File: src/rtl/mouse_cursor_tracker.sv
// Cursor/wheel/button tracker fed by decoded PS/2 mouse packets.
// Each trigger edge is captured in S1; S2 adds the scaled delta, clamps and registers all outputs.
module mouse_cursor_tracker #(
  parameter int H_RES      = 640,
  parameter int V_RES      = 480,
  parameter int SHIFT      = 0,
  parameter int DBL_CYCLES = 12500000
) (
  input  logic        CLOCK,
  input  logic        RESET,
  input  logic        iTrig,
  input  logic        iL,
  input  logic        iR,
  input  logic        iM,
  input  logic        iXs,
  input  logic        iYs,
  input  logic [7:0]  iX,
  input  logic [7:0]  iY,
  input  logic        iZ,
  input  logic        iZs,
  output logic [10:0] oPosX,
  output logic [10:0] oPosY,
  output logic [7:0]  oWheel,
  output logic        oL,
  output logic        oR,
  output logic        oM,
  output logic        oLPress,
  output logic        oRPress,
  output logic        oMPress,
  output logic        oDblClick,
  output logic        oUpdate
);
  localparam int STAGES = 1;
  localparam int CW     = $clog2(DBL_CYCLES + 2);
  localparam logic signed [12:0] XMAX = 13'(H_RES - 1);
  localparam logic signed [12:0] YMAX = 13'(V_RES - 1);
  localparam logic [CW-1:0]      DBL  = CW'(DBL_CYCLES);

  typedef enum logic {IDLE, ARMED} state_t;

  logic              r_trig_d;
  logic [STAGES:0]   r_vld_pipe;
  logic [8:0]        r_dx, r_dy;
  logic [2:0]        r_btn;
  logic              r_z, r_zs;
  logic [10:0]       r_posx, r_posy;
  logic [7:0]        r_wheel;
  logic              r_l, r_r, r_m;
  logic              r_lpress, r_rpress, r_mpress;
  state_t            r_state, w_state_nxt;
  logic [CW-1:0]     r_cnt, w_cnt_nxt;
  logic              w_dbl;

  logic              w_edge;
  logic signed [12:0] w_dx_sh, w_dy_sh, w_nx, w_ny, w_cx, w_cy;

  assign w_edge = iTrig & ~r_trig_d;

  // Capture stage: a held trigger only produces one edge.
  always_ff @(posedge CLOCK or posedge RESET) begin
    if (RESET) begin
      r_trig_d      <= 1'b0;
      r_vld_pipe[0] <= 1'b0;
      r_dx          <= '0;
      r_dy          <= '0;
      r_btn         <= '0;
      r_z           <= 1'b0;
      r_zs          <= 1'b0;
    end else begin
      r_trig_d      <= iTrig;
      r_vld_pipe[0] <= w_edge;
      if (w_edge) begin
        r_dx  <= {iXs, iX};
        r_dy  <= {iYs, iY};
        r_btn <= {iL, iR, iM};
        r_z   <= iZ;
        r_zs  <= iZs;
      end
    end
  end

  assign w_dx_sh = {{4{r_dx[8]}}, r_dx} <<< SHIFT;
  assign w_dy_sh = {{4{r_dy[8]}}, r_dy} <<< SHIFT;
  // Screen Y grows downward while PS/2 +Y points up.
  assign w_nx    = $signed({2'b00, r_posx}) + w_dx_sh;
  assign w_ny    = $signed({2'b00, r_posy}) - w_dy_sh;

  always_comb begin
    w_cx = w_nx;
    w_cy = w_ny;
    if (w_nx < 0)         w_cx = '0;
    else if (w_nx > XMAX) w_cx = XMAX;
    if (w_ny < 0)         w_cy = '0;
    else if (w_ny > YMAX) w_cy = YMAX;
  end

  always_ff @(posedge CLOCK or posedge RESET) begin
    if (RESET) begin
      r_vld_pipe[STAGES] <= 1'b0;
      r_posx   <= 11'(H_RES / 2);
      r_posy   <= 11'(V_RES / 2);
      r_wheel  <= '0;
      r_l      <= 1'b0;
      r_r      <= 1'b0;
      r_m      <= 1'b0;
      r_lpress <= 1'b0;
      r_rpress <= 1'b0;
      r_mpress <= 1'b0;
    end else begin
      r_vld_pipe[STAGES] <= r_vld_pipe[0];
      r_lpress <= r_vld_pipe[0] & r_btn[2] & ~r_l;
      r_rpress <= r_vld_pipe[0] & r_btn[1] & ~r_r;
      r_mpress <= r_vld_pipe[0] & r_btn[0] & ~r_m;
      if (r_vld_pipe[0]) begin
        r_posx <= w_cx[10:0];
        r_posy <= w_cy[10:0];
        r_l    <= r_btn[2];
        r_r    <= r_btn[1];
        r_m    <= r_btn[0];
        if (r_z) r_wheel <= r_zs ? r_wheel - 8'd1 : r_wheel + 8'd1;
      end
    end
  end

  always_ff @(posedge CLOCK or posedge RESET) begin
    if (RESET) begin
      r_state <= IDLE;
      r_cnt   <= '0;
    end else begin
      r_state <= w_state_nxt;
      r_cnt   <= w_cnt_nxt;
    end
  end

  // A press landing after the window has expired starts a fresh window.
  always_comb begin
    w_state_nxt = r_state;
    w_cnt_nxt   = r_cnt;
    w_dbl       = 1'b0;
    case (r_state)
      IDLE: begin
        if (r_lpress) begin
          w_state_nxt = ARMED;
          w_cnt_nxt   = '0;
        end
      end
      ARMED: begin
        w_cnt_nxt = r_cnt + 1'b1;
        if (r_lpress && r_cnt < DBL) begin
          w_dbl       = 1'b1;
          w_state_nxt = IDLE;
          w_cnt_nxt   = '0;
        end else if (r_lpress) begin
          w_cnt_nxt   = '0;
        end else if (r_cnt >= DBL) begin
          w_state_nxt = IDLE;
          w_cnt_nxt   = '0;
        end
      end
      default: w_state_nxt = IDLE;
    endcase
  end

  assign oPosX     = r_posx;
  assign oPosY     = r_posy;
  assign oWheel    = r_wheel;
  assign oL        = r_l;
  assign oR        = r_r;
  assign oM        = r_m;
  assign oLPress   = r_lpress;
  assign oRPress   = r_rpress;
  assign oMPress   = r_mpress;
  assign oDblClick = w_dbl;
  assign oUpdate   = r_vld_pipe[STAGES];
endmodule

File: config.mk
export PLATFORM = sky130hd
export DESIGN_NAME = mouse_cursor_tracker
export DESIGN_NICKNAME = d
export VERILOG_FILES = /design/src/rtl/mouse_cursor_tracker.sv
export SDC_FILE = /design/constraint.sdc
export NUM_CORES = 1
export LEC_CHECK = 0
export CAP_MARGIN = 20
export CORE_UTILIZATION = 50
export DETAILED_ROUTE_END_ITERATION = 8
export HOLD_SLACK_MARGIN = 0.03
export PLACE_DENSITY = 0.76
export SETUP_SLACK_MARGIN = 0.15
export SYNTH_ARGS = -nofsm -noshare
export SYNTH_HDL_FRONTEND = slang
export SYNTH_SLANG_ARGS = --single-unit
File: constraint.sdc
create_clock -name CLOCK -period 2.6 [get_ports CLOCK]
set_input_delay 0.52 -clock CLOCK [delete_from_list [all_inputs] [get_ports CLOCK]]
set_output_delay 0.52 -clock CLOCK [all_outputs]
set_load 0.01 [all_outputs]
Word level (Yosys, flattened, before mapping)
Cells that the tools add are included.
- flip-flop bits (word level): 87
- logic and storage cells: 62
- add/sub/neg operators: 5
- order comparisons: 6
- equal/unequal tests: 1
- multiplexer cells: 17
- bitwise gates (word level): 12
- reduce and logical (&&, ||, !) cells: 2
- operators with widths (operator ; count):
    24-bit 2-to-1 mux ; 4
    24-bit one-hot mux with 2 select lines ; 1
    11-bit 2-to-1 mux ; 4
    13-bit by 1-bit < comparator with 1-bit output (second input constant) ; 2
    24-bit by 1-bit adder with 24-bit output (second input constant) ; 1
    24-bit greater-or-equal comparator (second input constant) ; 1
    24-bit < comparator (second input constant) ; 1
    12-bit by 9-bit adder with 13-bit output ; 1
    13-bit by 10-bit greater-than comparator with 1-bit output (second input constant) ; 1
    13-bit by 11-bit greater-than comparator with 1-bit output (second input constant) ; 1
    12-bit by 9-bit subtractor with 13-bit output ; 1
    8-bit by 1-bit adder with 8-bit output (second input constant) ; 1
    8-bit 2-to-1 mux ; 1
    8-bit by 1-bit subtractor with 8-bit output (second input constant) ; 1
    1-bit AND ; 7
    1-bit 2-to-1 mux ; 6
    1-bit NOT ; 5
    2-bit inequality test (second input constant) ; 1
    1-bit one-hot mux with 2 select lines ; 1
    2-bit AND reduction ; 1
    1-bit logical AND ; 1

Depth between registers and ports, before layout
Gate-level depths: netlist of the first run.
- depth in word-level cells: 5
- gate-level depth with buffers: 10
- mapped depth without buffers: 10

Worst setup path before layout of the first run
OpenSTA, ideal clock, no wires.
- path kind: register to register
- start: register r_posy[0] (netlist: oPosY[0])
- end: register r_posy[2] (netlist: oPosY[2])
- setup time: 0.123 ns
- data arrival time: 2.344 ns
- data required time: 2.477 ns
- slack: 0.133 ns
- cell stages (with the launch flop): 11
- buffers on the path: 0
- clock period less this slack: 2.467 ns
- path through: dfrtp_1 -> inv_1 -> ha_1 -> fa_1 -> nand2b_1 -> a21oi_1 -> o21ai_1 -> nor3_1 -> o2bb2ai_1 -> or2_2 -> o221a_2
- word-level cells in the longest chain between the ends: 4
- ends and longest elaborated chain (what ; line ; RTL):
    start: declaration ; 46 ; logic [10:0] r_posx, r_posy;
    start signal: assignment ; 101 ; r_posy <= 11'(V_RES / 2);
    start signal: assignment ; 116 ; r_posy <= w_cy[10:0];
    12-bit by 9-bit subtractor with 13-bit output (*) ; 86 ; assign w_ny = $signed({2'b00, r_posy}) - w_dy_sh;
    13-bit by 10-bit greater-than comparator with 1-bit output ; 94 ; else if (w_ny > YMAX) w_cy = YMAX;
    11-bit 2-to-1 mux ; 94 ;
    11-bit 2-to-1 mux (*) ; 93 ; if (w_ny < 0) w_cy = '0;
Mark *: on every way between the ends. The rest lies on a longest branch, timed or not.
A chain may end at the register's enable or synchronous reset.

Final worst setup path of the first run
- start: register r_posx[0] (netlist: oPosX[0])
- end: register r_posx[4] (netlist: oPosX[4])
- word-level cells in the longest chain between the ends: 4
- ends and longest elaborated chain (what ; line ; RTL):
    start: declaration ; 46 ;
    start signal: assignment ; 100 ; r_posx <= 11'(H_RES / 2);
    start signal: assignment ; 115 ; r_posx <= w_cx[10:0];
    12-bit by 9-bit adder with 13-bit output (*) ; 85 ; assign w_nx = $signed({2'b00, r_posx}) + w_dx_sh;
    13-bit by 11-bit greater-than comparator with 1-bit output ; 92 ; else if (w_nx > XMAX) w_cx = XMAX;
    11-bit 2-to-1 mux ; 92 ;
    11-bit 2-to-1 mux (*) ; 91 ; if (w_nx < 0) w_cx = '0;
Marks and branches as above.

==> qor.txt, run 1 <==
Clock power share: 0.156
Adder-Cell Fraction of Synth Area: 0.08725
Via Count: 4658
# fillers: 843
Cell Pwr Density: 983.1 nW/um^2
Logic pwr share: 0.544
Reg clk slew, reported paths: 0.09 ns
FF-to-FF End: oPosX[4]
GRT Overall Usage: 0.2480
First-pass GRT wire length: 21.77 mm
Slew Viols, Final: 0
YS warnings: 0
Post-synth EDFFs: 0
Final WL: 13.20 mm
Setup-failing EPs final: 0
Largest fanout on the critical path: 5
Setup ws final: 0.06240 ns
Via density per instance: 5.859
Area Overhead vs Synth: 26.70%
Die Ht: 104.7 microns
Sw Pwr: 0.002621 W
Req. time, crit path: 2.91 ns
FFs w/ async S/R, synth: 1.000
Num rows: 37
Drt drc: 0
Layout Skew: 0.01378 ns
IO Port Bufs: 63
Antenna Nets Post-Route: 0
Layout net count: 715
Routed WL per cell: 16.60 microns
1st-pass router iterations: 5
Final hold violations: 0
# IOs: 64
Hold Slack: 0.4663 ns
Slowest CP cell: dfrtp_1
Clock Latency Late Sink: 0.38 ns
Clock buffer depth: 2
GP Congestion: 0.8992
Syn Area/Cell: 9.227 sq um
Min Tclk post-route: 2.538 ns
XOR/XNOR share of the synthesized area: 0.03651
Post-synthesis cell count: 572
FF-to-FF path depth: 11
ANT cells: 0
GRT Residual Overflow: 0
Initial antenna violation count: 0
Initial core utilization: 0.5135
Worst setup SP type: flop
Outcome: finished clean
Util after Layout: 0.6506
Fmax: 394.1 MHz
Root Driver: clkbuf_8
Die area: 10970 sq um
Crit share post-route: 0.9760
Clk sink count: 87
Layout cell share with drive strength beyond 1: 0.1715
Pre-CTS setup slack: -0.001270 ns
Die W: 104.7 microns
Max H-tree Level: 3
Syn Nets: 633
RSZ-0062 raised after global routing: yes
Crit path largest cell delay: 0.38 ns
Synth unique cells: 71
Register bit count reported by yosys: 87
CTS buffer count: 9
Simple-Gate Fraction of Synth Area: 0.1700
Largest family of logic cells by synthesized area: compound AO/OA/AOI/OAI gates
Pint: 0.003952 W
Worst rel slew slack: 0.5853
Most used DFF post-synth: dfrtp_1
Reg2reg setup slack: 0.06 ns
Detail Placement HPWL: 9.021 mm
CORE AREA: 10280 sq um
Mux cell area share after synthesis: 0.02963
TritonCTS clock tree: done
Worst-margin pin slew: 0.6164 ns
Crit Path Category: flop to flop
Crit path DAT: 2.85 ns
Drt initial violations: 191
Hold WC Path Type: input port to asynchronous set/reset pin
Leakage: 2.910 nW
Largest net degree at the start of global routing: 50
Max Cap Violations: 0
R2r startpoint: oPosX[0]
Mapped Area: 5278 sq um
Vias in the first global route: 4556
Maximum vdd drop: 656.3 uV
Sequential area share after synthesis: 0.4139
Register share of total power: 0.301
Synth Area in Compound Gates: 0.2205
CP endpoint kind: flop
Switching Fraction: 0.3988
Critical-path cell list: ha_2 > inv_2 > fa_2 > nor2b_4 > o31a_1 > o221ai_1 > nor3b_2 > a211oi_2 > buf_4 > nor3_1 > o2bb2ai_1
==> stage by stage <==
stage                       TNS, ns  cells  total power, W  area [sq um]
final                             0    795        0.006573          6686
after detailed placement  -0.001270    765        0.005087          6158
after global routing       -0.08844    795        0.006992          6686
after floorplan                   0    572        0.004038          5285
after global placement            0    765        0.004977          6158
after CTS                         0    790        0.006317          6549
==> worst max-delay path by stage <==
stage	slack [ns]	startpoint	cells after the start	end
2_1_floorplan	0.17	oPosX[0]	10	oPosX[6]
3_3_place_gp	0.09	oPosY[0]	10	oPosY[0]
3_5_place_dp	-0.001	oPosY[0]	10	oPosY[0]
4_1_cts	0.13	oPosX[0]	11	oPosX[4]
5_1_grt	-0.03	oPosX[0]	11	oPosX[4]
6_report	0.06	oPosX[0]	11	oPosX[4]
==> sequential cells by signal (all words and copies together), names as in the netlist, 3 cells and up <==
name	count
oWheel	8
r_cnt	24
r_dy	9
oPosX	11
r_dx	9
r_btn	3
oPosY	11
==> layout make-up <==
| class | count | area, sq um | area share |
|---|---|---|---|
| Tap cell | 136 | 170.2 | 0.02545 |
| Clock buffer | 14 | 172.7 | 0.02582 |
| Inverter | 38 | 146.4 | 0.02189 |
| Multi-Input combinational cell | 426 | 3083 | 0.4611 |
| Sequential cell | 87 | 2185 | 0.3267 |
| Timing Repair Buffer | 92 | 892.1 | 0.1334 |
| Clock inverter | 2 | 37.54 | 0.005614 |
==> metal layers <==
metal	vias to the layer above	global-route usage	routed length [microns]
met5	-	0	0
met4	0	0.09759	245
li1	2229	-	-
met3	20	0.03182	440
met1	2292	0.3198	5877
met2	117	0.4234	6635
==> synthesized netlist by cell type (3+ instances only) <==
| cell | n | area [sq um] |
|---|---|---|
| o21ai_1 | 7 | 35.03 |
| nand4_1 | 5 | 31.28 |
| nor3_1 | 12 | 60.06 |
| o221ai_1 | 5 | 43.79 |
| ha_1 | 32 | 400.4 |
| clkbuf_1 | 18 | 67.56 |
| dfstp_2 | 6 | 157.7 |
| a32oi_1 | 4 | 35.03 |
| xnor2_1 | 13 | 113.9 |
| or2_2 | 3 | 18.77 |
| o211ai_1 | 4 | 30.03 |
| and3_1 | 8 | 50.05 |
| nor2b_1 | 9 | 56.30 |
| a21o_1 | 15 | 112.6 |
| a21oi_1 | 24 | 120.1 |
| dfrtp_1 | 81 | 2027 |
| mux2_2 | 13 | 146.4 |
| nand2_1 | 59 | 221.5 |
| nand2b_1 | 10 | 62.56 |
| fa_1 | 3 | 60.06 |
| a31oi_1 | 4 | 25.02 |
| inv_1 | 38 | 142.6 |
| o21ai_0 | 52 | 260.3 |
| o41ai_1 | 3 | 26.28 |
| o221a_2 | 4 | 45.04 |
| nor2_1 | 43 | 161.4 |
| o31ai_1 | 9 | 67.56 |
| a211o_1 | 3 | 26.28 |
| xor2_1 | 9 | 78.83 |
| o2bb2ai_1 | 5 | 43.79 |
| nand3_1 | 20 | 100.1 |
| and2_1 | 3 | 18.77 |
==> worst max-delay path: cells and delay by family (launching register included) <==
family	cells	cell delay, ns
buffers and inverters	2	0.22
adders and majority gates	2	0.59
and+or+nand+nor	3	0.39
AOI/OAI and AO/OA	4	0.88
DFF	1	0.38
==> kinds of logic (layout without fill, tap and decap cells) <==
kind of cell | count (synthesis) | count (layout)
AND/OR/NAND/NOR | 186 | 186
XOR/XNOR | 22 | 22
adder cells (fa/ha/maj) | 35 | 35
buffers and inverters | 59 | 146
AO/OA/AOI/OAI | 169 | 169
flip-flops | 87 | 87
multiplexers | 14 | 14
==> power groups by stage <==
stage / Clock [W] / Combinational (W) / Sequential (W)
3_5_place_dp: 0 / 0.00310 / 0.00198
2_1_floorplan: 0 / 0.00203 / 0.00200
3_3_place_gp: 0 / 0.00301 / 0.00196
6_report: 0.00102 / 0.00357 / 0.00198
4_1_cts: 0.00104 / 0.00332 / 0.00196
5_1_grt: 0.00109 / 0.00389 / 0.00201
==> layout by cell type, fill, tap and decap left out, drive strengths merged, types with 14 or more instances in the layout <==
master         instances
buf                   29
a21o                  15
o21ai                 59
clkbuf                14
clkdlybuf4s50         62
a21oi                 24
nand3                 20
dfrtp                 81
nand2                 59
inv                   37
nor2                  43
ha                    32
==> what timing repair did <==
item	in CTS	in global routing
endpoints found under the setup margin	20	19
gates resized for setup	24	22
endpoints found under the hold margin	0	0
setup buffers	9	5
pin swaps	17	25
hold buffers	0	0
Note: power is estimated with default switching activity, not from simulation.
==> run 2: changes to the inputs <==
==> constraint.sdc (replaced) <==
create_clock -name CLOCK -period 2.6 [get_ports CLOCK]
set_input_delay 0.52 -clock CLOCK [delete_from_list [all_inputs] [get_ports CLOCK]]
set_output_delay 0.52 -clock CLOCK [all_outputs]
set_load 0.05 [all_outputs]
==> qor.txt, run 2 (same netlist as run 1, synthesis figures left out) <==
Critical-path cell list: ha_4 > o211ai_1 > nand3_2 > a211oi_2 > a2111o_1 > o311a_1 > nand4_1 > o221a_2
Drt drc: 0 (unchanged)
Largest fanout on the critical path: 5 (unchanged)
Largest register by flop count: r_cnt
RSZ-0062 raised after global routing: yes
Root Driver: clkbuf_8
Die area: 10970 sq um (unchanged)
Via density per instance: 5.866 (+0.11%)
Min Tclk post-route: 2.522 ns (-0.01520 ns)
TritonCTS clock tree: done
Worst-margin pin slew: 0.6444 ns (+0.02801 ns)
Commonest non-fill, non-tap cell in the layout: dfrtp_1
IO Port Bufs: 63 (unchanged)
GRT Residual Overflow: 0 (unchanged)
First-pass GRT wire length: 20.91 mm (-4.0%)
Drt initial violations: 246 (+29%)
Clock Latency Late Sink: 0.36 ns (-0.02 ns)
# hold bufs at CTS: 0 (unchanged)
Outcome: finished clean
Req. time, crit path: 2.86 ns (-0.05 ns)
Layout Skew: 0.008388 ns (-0.005392 ns)
Crit Path Category: flop to flop
# IOs: 64 (unchanged)
Most frequent cells in the layout: dfrtp_1 (72), clkdlybuf4s50_1 (62), nand2_1 (58)
Layout cell share with drive strength beyond 1: 0.1930 (+0.02148)
Clk sink count: 87 (unchanged)
Fmax: 396.4 MHz (+0.60%)
Finished Cell Area: 6756 sq um (+1.0%)
Placed insts: 761 (-0.52%)
Reg2reg setup slack: 0.08 ns (+0.02 ns)
Reg clk slew, reported paths: 0.09 ns (about the same)
Worst setup SP type: flop
Placed Area: 6223 sq um (+1.1%)
Hold Slack: 0.4465 ns (-0.01979 ns)
Hold WC Path Type: flop to flop
Clock buffer depth: 2 (unchanged)
Num rows: 37 (unchanged)
Detail Placement HPWL: 8.990 mm (-0.34%)
Max H-tree Level: 3 (unchanged)
Setup-failing EPs final: 0 (unchanged)
Crit share post-route: 0.9702 (-0.005848)
Hold endpoint: oLPress
Via Count: 4628 (-0.64%)
Initial core utilization: 0.5135 (unchanged)
Routed WL per cell: 16.70 microns (+0.58%)
ANT cells: 0 (unchanged)
TNS Setup: 0 ns (unchanged)
Slew Viols, Final: 0 (unchanged)
Vias in the first global route: 4511 (-0.99%)
GRT Overall Usage: 0.2373 (-0.01067)
Min-delay src: oL
Max Cap Violations: 0 (unchanged)
Worst rel slew slack: 0.5695 (-0.01579)
Initial antenna violation count: 0 (unchanged)
Switching Fraction: 0.4540 (+0.05527)
Pint: 0.003984 W (+0.81%)
CORE AREA: 10280 sq um (unchanged)
1st-pass router iterations: 5 (unchanged)
Largest net degree at the start of global routing: 38 (-24%)
Register share of total power: 0.274 (-0.027)
Slowest CP cell: dfstp_2
Antenna Nets Post-Route: 0 (unchanged)
WHS Path Cells: 1
CTS buffer count: 9 (unchanged)
Sw Pwr: 0.003314 W (+26%)
Max reg flops: 24 (unchanged)
Maximum vdd drop: 695.4 uV (+6.0%)
Final Non-Filler Cells: 789 (-0.75%)
Crit path DAT: 2.78 ns (-0.07 ns)
GP Congestion: 0.9010 (+0.20%)
CP endpoint kind: flop
Cell Pwr Density: 1080 nW/um^2 (+9.9%)
R2r startpoint: oPosY[5]
Clock power share: 0.137 (-0.019)
FF-to-FF path depth: 8 (-3)
Logic pwr share: 0.590 (+0.046)
Final WL: 13.17 mm (-0.18%)
Die Ht: 104.7 microns (unchanged)
Final hold violations: 0 (unchanged)
Area Overhead vs Synth: 28.02%
Leakage: 2.862 nW (-1.7%)
Die W: 104.7 microns (unchanged)
Crit path largest cell delay: 0.58 ns (+0.20 ns)
Layout net count: 709 (-0.84%)
FF-to-FF End: oPosY[0]
-- run 2: cell count changes in the layout (fill, tap and decap cells not counted), sizes merged --
cell         before  now
clkbuf           14   11
dlygate4sd2       1    0
buf              29   24
clkinv            0    3
-- run 2: layout make-up --
| type | instances | area (sq um) |
|---|---|---|
| clock buffer | 11 | 151.4 |
| clock inverter | 5 | 56.30 |
| fill | 811 | 3521 |
| inverter | 38 | 146.4 |
| multi-input combinational | 426 | 3187 |
| sequential | 87 | 2196 |
| tap | 136 | 170.2 |
| timing repair buffer | 86 | 849.6 |
-- run 2: worst max-delay path: cells and delay by family (launching register included) --
kind	cells	cell delay [ns]
flip-flops	1	0.58
AO/OA/AOI/OAI	5	1.21
AND/OR/NAND/NOR	2	0.42
adder cells (fa/ha/maj)	1	0.21
-- run 2: what timing repair did --
action | CTS | global route
setup endpoints to repair | 13 | 23
resized for setup | 11 | 32
setup buffers | 4 | 8
endpoints found under the hold margin | 0 | 0
pin swaps | 12 | 30
-- run 2: worst max-delay path by stage --
stage	from	to	slack, ns	depth (start not counted)
after global placement	oPosX[0]	oPosX[7]	0.15	10
final	oPosY[5]	oPosY[0]	0.08	8
after global routing	oPosY[6]	oPosY[0]	-0.02	8
after CTS	r_dx[0]	oPosX[1]	0.10	10
after floorplan	oPosX[1]	oPosX[0]	0.13	8
after detailed placement	oPosY[0]	oPosY[0]	0.08	10
-- run 2: metrics by stage --
step	setup slack (ns)	power [W]	util
after global placement	0.1503	0.005612	0.6056
after CTS	0.1013	0.006853	0.6348
final	0.07760	0.007298	0.6574
after detailed placement	0.07584	0.005731	0.6056
after floorplan	0.1262	0.004770	-
after global routing	-0.01691	0.007731	0.6574
-- run 2: power groups by stage --
stage                     Clock, W  Sequential [W]  Combinational (W)
after detailed placement         0         0.00200            0.00373
after floorplan                  0         0.00263            0.00214
after global routing       0.00107         0.00204            0.00462
after global placement           0         0.00199            0.00362
final                     0.000997         0.00200            0.00430
after CTS                  0.00101         0.00198            0.00386
-- run 2: layer usage --
metal / wire length (microns) / GRT usage
met1: 5627 / 0.2913
met2: 6635 / 0.4059
met3: 585 / 0.04180
met4: 326 / 0.1107
met5: 0 / 0
